$ cat src/rtl/imm_ext_pipe.sv
// Pipelined immediate-extension unit: extends an IN_W-bit immediate by mode and
// buffers results in a 2-entry in-order queue behind a valid/ready handshake.
module imm_ext_pipe #(
    parameter int IN_W  = 17,
    parameter int OUT_W = 32,
    parameter int SHIFT = 2
) (
    input  logic             clock,
    input  logic             reset_n,
    input  logic             in_valid,
    output logic             in_ready,
    input  logic [IN_W-1:0]  in_imm,
    input  logic [1:0]       in_mode,
    output logic             out_valid,
    input  logic             out_ready,
    output logic [OUT_W-1:0] out_data,
    output logic             out_ovf
);

    // Returns {ovf, result}; ovf flags mode 3 results that no longer round-trip.
    function automatic logic [OUT_W:0] extend(input logic [IN_W-1:0] imm,
                                              input logic [1:0]      mode);
        logic signed [IN_W-1:0]  imm_s;
        logic signed [OUT_W-1:0] sext;
        logic signed [OUT_W-1:0] shl;
        logic        [OUT_W-1:0] zext;
        logic        [OUT_W-1:0] res;
        logic                    ovf;
        imm_s = imm;
        sext  = OUT_W'(imm_s);
        zext  = OUT_W'(imm);
        shl   = sext <<< SHIFT;
        res   = sext;
        ovf   = 1'b0;
        case (mode)
            2'b00: begin
                res = sext;
                ovf = 1'b0;
            end
            2'b01: begin
                res = zext;
                ovf = 1'b0;
            end
            2'b10: begin
                res = zext << (OUT_W - IN_W);
                ovf = 1'b0;
            end
            2'b11: begin
                res = shl;
                ovf = ((shl >>> SHIFT) != sext);
            end
            default: begin
                res = sext;
                ovf = 1'b0;
            end
        endcase
        return {ovf, res};
    endfunction

    logic [OUT_W-1:0] mem_data_q [2];
    logic [OUT_W-1:0] mem_data_d [2];
    logic             mem_ovf_q  [2];
    logic             mem_ovf_d  [2];
    logic             wr_ptr_q, wr_ptr_d;
    logic             rd_ptr_q, rd_ptr_d;
    logic [1:0]       count_q, count_d;
    logic [OUT_W-1:0] out_data_q, out_data_d;
    logic             out_ovf_q, out_ovf_d;
    logic             out_valid_q, out_valid_d;
    logic [OUT_W:0]   ext_s;
    logic             push_s;
    logic             pop_s;

    assign in_ready  = (count_q != 2'd2);
    assign out_valid = out_valid_q;
    assign out_data  = out_data_q;
    assign out_ovf   = out_ovf_q;

    // Next-state for queue storage, pointers, count and the registered head view.
    always_comb begin
        ext_s       = extend(in_imm, in_mode);
        push_s      = in_valid & in_ready;
        pop_s       = out_valid_q & out_ready;
        mem_data_d  = mem_data_q;
        mem_ovf_d   = mem_ovf_q;
        wr_ptr_d    = wr_ptr_q;
        rd_ptr_d    = rd_ptr_q;
        count_d     = count_q;
        out_data_d  = out_data_q;
        out_ovf_d   = out_ovf_q;
        out_valid_d = out_valid_q;

        if (push_s) begin
            mem_data_d[wr_ptr_q] = ext_s[OUT_W-1:0];
            mem_ovf_d[wr_ptr_q]  = ext_s[OUT_W];
            wr_ptr_d             = ~wr_ptr_q;
        end else begin
            wr_ptr_d = wr_ptr_q;
        end

        if (pop_s) begin
            rd_ptr_d = ~rd_ptr_q;
        end else begin
            rd_ptr_d = rd_ptr_q;
        end

        case ({push_s, pop_s})
            2'b10:   count_d = count_q + 2'd1;
            2'b01:   count_d = count_q - 2'd1;
            default: count_d = count_q;
        endcase

        // When the queue drains, the head view keeps the last popped value.
        out_valid_d = (count_d != 2'd0);
        if (count_d != 2'd0) begin
            out_data_d = mem_data_d[rd_ptr_d];
            out_ovf_d  = mem_ovf_d[rd_ptr_d];
        end else begin
            out_data_d = out_data_q;
            out_ovf_d  = out_ovf_q;
        end
    end

    // State registers with synchronous active-low reset.
    always_ff @(posedge clock) begin
        if (!reset_n) begin
            mem_data_q[0] <= {OUT_W{1'b0}};
            mem_data_q[1] <= {OUT_W{1'b0}};
            mem_ovf_q[0]  <= 1'b0;
            mem_ovf_q[1]  <= 1'b0;
            wr_ptr_q      <= 1'b0;
            rd_ptr_q      <= 1'b0;
            count_q       <= 2'd0;
            out_data_q    <= {OUT_W{1'b0}};
            out_ovf_q     <= 1'b0;
            out_valid_q   <= 1'b0;
        end else begin
            mem_data_q    <= mem_data_d;
            mem_ovf_q     <= mem_ovf_d;
            wr_ptr_q      <= wr_ptr_d;
            rd_ptr_q      <= rd_ptr_d;
            count_q       <= count_d;
            out_data_q    <= out_data_d;
            out_ovf_q     <= out_ovf_d;
            out_valid_q   <= out_valid_d;
        end
    end

endmodule

$ cat config.mk
export PLATFORM = sky130hd
export DESIGN_NAME = imm_ext_pipe
export DESIGN_NICKNAME = d
export VERILOG_FILES = /design/src/rtl/imm_ext_pipe.sv
export SDC_FILE = /design/constraint.sdc
export NUM_CORES = 1
export LEC_CHECK = 0
export BUFFER_PORTS_ARGS = -buffer_cell sky130_fd_sc_hd__buf_2
export CELL_PAD_IN_SITES_DETAIL_PLACEMENT = 0
export CELL_PAD_IN_SITES_GLOBAL_PLACEMENT = 1
export CORE_ASPECT_RATIO = 0.6
export CORE_MARGIN = 2
export CORE_UTILIZATION = 40
export DETAILED_ROUTE_END_ITERATION = 12
export PLACE_DENSITY = 0.77
export SLEW_MARGIN = 10
export SYNTH_ARGS = -nofsm -noshare
export SYNTH_HDL_FRONTEND = slang
export SYNTH_SLANG_ARGS = --single-unit
$ cat constraint.sdc
create_clock -name clock -period 2.3 [get_ports clock]
set_input_delay 0 -clock clock [delete_from_list [all_inputs] [get_ports clock]]
set_output_delay 0 -clock clock [all_outputs]
set_load 0.01 [all_outputs]
==> results.env <==
STATUS='finished clean'
SETUP_REPAIR_AFTER_GLOBAL_ROUTING_MISSED_ITS_MARGIN='yes'
NETLIST-CELL-TYPE-COUNT=52
VIA_COUNT_NORMALIZED_BY_INSTANCE_COUNT=6.29
CTS_TREE='done'
MAX-SLEW-MARGIN-REL=0.504
TIMING.CRITICAL_PATH.REQUIRED_NS=2.50
CRITICAL_PATH_CLASS='register to register'
FINALSETUPVIOLATIONS=0
POWERDENSITY_nW_PER_UM2=1060
CTS.REPORTEDPATHS.CLKPINSLEW_NS=0.07
PLACEABLECOREAREA_UM2=12900
SYNTHTOLAYOUTAREAGROWTH_PCT=15.4
TIMING_HOLD_VIOLATIONS_FINAL=0
WORST_SETUP_PATH_ENDPOINT='out_data[27]'
TIMING.REG2REG.SETUP_SLACK_NS=0.12
R2R-START='count_q[1]'
LAYOUT.CELLS.MOST_COMMON='dfxtp_1'
SYNTH_COMPOUND_GATE_AREA_SHARE=0.376
SETUP-TNS-FINAL_NS=0
DIE_Y_UM=92.9
WORST_IR_DROP_VDD_uV=470
GR-TOTAL-OVERFLOW=0
NUMPORTBUFFERS=57
POWER.LEAKAGE_uW=0.00237
SYNTH-XOR-AREA-SHARE=0.00166
TRANSITION_TIME_AT_THE_PIN_WITH_THE_LEAST_SLEW_MARGIN_NS=0.743
IOS=58
WORST_CLOCK_SKEW_NS=0.00612
POSTLAYOUTCELLAREA_UM2=6080
HTREEDEPTH=3
CLK-INSERTION-DELAY-LATE_NS=0.35
SYNTH_ADDER_AREA_SHARE=0.00238
ARRIVAL_NS=2.38
DIODES=0
FINAL_CELL_MIX='dfxtp_1, buf_2, a21oi_1'
ASYNC_RESET_FF_FRAC=0
FINAL.MIN_CLOCK_PERIOD_NS=2.18
FIN_WORST_HOLD_SLACK_NS=0.101
SINKS_ON_CLOCK_NET=104
STD_CELL_ROWS=32
FIN_CRIT_SH=0.946
WIRELENGTH_UM=16700
NETLIST_AREA_UM2=5270
VIAS=4871
SYNTHESIS.INSTANCES=567
HOLD_PATH.CLASS='input pin to register'
POSTSYNTH.TOPFLOPCELL='dfxtp_1'
START_UTIL=0.410
GRT_PASS1_VIAS=4734
WL_PER_CELL_UM=21.5
ELEMENT_TYPE_AT_THE_CRITICAL_PATH_END='register'
CLK_PATH_BUF_DEPTH=2
SYNTH-EDFF-COUNT=0
MAXCLOCKFREQUENCY_MHz=460
PLACE_AREA_UM2=5720
AREA_OF_THE_DIE_UM2=14100
CLOCK_BUFFERS_CREATED_BY_TRITONCTS=9
WORST_SETUP_PATH_STARTPOINT='count_q[1]'
DRTANTENNAVIOLNETS=0
FINISH.NET_COUNT=623
CRIT_PATH_TOP_DELAY_CELL='or2_4'
R2R-END='out_data[27]'
PLACE_CONGESTION=0.839
GRT_USE_TOTAL=0.232
SLOWEST_DELAY_NS=0.41
DIEWIDTH_UM=152
SYN-NUM-NETS=591
YOSYSSEQAREASHARE=0.395
CRIT_FANOUT=15
DETAILEDROUTE.FIRSTPASSITERATIONCOUNT=5
PROPORTION_OF_SYNTHESIZED_AREA_IN_MUX_CELLS=0.0304
POSTSYNTHREGISTERBITS=104
WORSTPATHCELLLIST='nor2b_4 > inv_4 > nand2_8 > ha_4 > and2b_4 > a211oi_4 > or2_4 > a311oi_2'
DRV_SLEW=0
PLACE_INST=757
CAP_VIOL_MAX_COUNT=0
POST-LAYOUT-TOTAL-POWER_uW=6440
LAYOUTNONFILLERINSTCOUNT=774
SYNTH_TOP_FAMILY_BY_AREA='compound AO/OA/AOI/OAI gates'
SORT_OF_ELEMENT_AT_THE_START_OF_THE_CRITICAL_PATH='register'
SYNTH.YOSYS.WARNINGS=0
LAYOUT-DRIVE-GT1-SHARE=0.240
DETAILEDROUTE.FIRSTITERATIONVIOLATIONS=393
HPWLAFTERDP_UM=10700
PIN_COUNT_OF_THE_BIGGEST_NET_ENTERING_GLOBAL_ROUTING=50
TIMING.REG2REG.WORST_PATH_DEPTH=8
ROOT_BUFFER='clkbuf_16'
REMAINING_DRC_ERRORS=0
YOSYS.AREA_SHARE.SIMPLE=0.125
SYN_AREA_PER_CELL_UM2=9.29
ANTENNA_FOUND_INITIAL=0
GRT_FIRST_PASS_WIRELENGTH_UM=26200
metal layers:
| layer | share of wire | global-route usage | up-vias | wire (um) |
|---|---|---|---|---|
| li1 | - | - | 2245 | - |
| met1 | 0.48 | 0.339 | 2399 | 8030 |
| met5 | 0 | 0 | - | 0 |
| met4 | 0.0079 | 0.0670 | 0 | 132 |
| met3 | 0.075 | 0.0519 | 13 | 1250 |
| met2 | 0.44 | 0.341 | 214 | 7260 |
worst min-delay path by stage:
stage	start	end	slack (ns)	cells after the start
after global placement	out_data[14]	out_data[14]	0.42	1
after global routing	reset_n	mem_data_q[60]	0.10	2
after floorplan	in_valid	wr_ptr_q	0.21	3
final	reset_n	mem_data_q[61]	0.10	2
after CTS	reset_n	mem_data_q[61]	0.09	2
after detailed placement	out_data[13]	out_data[13]	0.42	1
cells by family (layout without fill, tap and decap cells):
group,after synthesis,after routing
buf+inv,67,103
mux,16,16
compound gates,249,249
flops,104,104
xor+xnor,1,1
fa+ha+maj,1,1
simple gates,129,130
where the power goes:
group | internal [uW] | leakage (uW) | switching, uW
logic | 930 | 0.00136 | 1440
registers | 2140 | 0.000857 | 187
clock network | 1040 | 0.000161 | 695
total | 4120 | 0.00237 | 2320
cell usage after synthesis (all sizes together), types with 8 or more instances:
library cell  instances  area share
nand3                 8       0.011
nor3                 35       0.033
nor2b                18       0.022
nor2                 33       0.024
a211o                26       0.043
a21o                 18       0.026
o211a                14       0.027
clkbuf               22       0.016
a311oi               30       0.071
a211oi               27       0.041
nand2                21       0.016
buf                  41       0.050
mux2i                16       0.030
a21oi                53       0.050
dfxtp               104        0.40
o211ai               20       0.030
o21ai                20       0.019
o221ai               14       0.029
o22ai                14       0.017
worst max-delay path: cells and delay by family (launching register included):
family / cells / cell delay [ns]
AND/OR/NAND/NOR: 4 / 0.81
AO/OA/AOI/OAI: 2 / 0.51
flip-flops: 1 / 0.35
adder cells (fa/ha/maj): 1 / 0.29
buffers and inverters: 1 / 0.07
area by class of cell:
| type | count | area [um2] |
|---|---|---|
| repair buffers | 83 | 547 |
| inverters | 4 | 17.5 |
| multi-input cells | 397 | 2870 |
| clock inverters | 4 | 75.1 |
| clock buffers | 12 | 267 |
| fillers | 1214 | 6780 |
| flip-flops and latches | 104 | 2080 |
| well taps | 170 | 213 |
sequential cells by signal, summed over array words and instances (netlist names):
| name | cells |
|---|---|
| count_q | 2 |
| mem_data_q | 64 |
| mem_ovf_q | 2 |
| out_data | 32 |
| out_ovf | 1 |
| out_valid | 1 |
| rd_ptr_q | 1 |
| wr_ptr_q | 1 |
timing repair:
action                     CTS  global route
gates resized for setup      0             2
setup buffers                0             0
hold buffers                 0             0
setup endpoints to repair    0            30
stage by stage:
step	setup slack, ns	utilization
finish	0.125	0.473
detailed placement	0.0308	0.445
CTS	0.0276	0.472
global route	-0.00705	0.473
global placement	0.123	0.445
floorplan	-0.0355	-
Note: power is estimated with default switching activity, not from simulation.
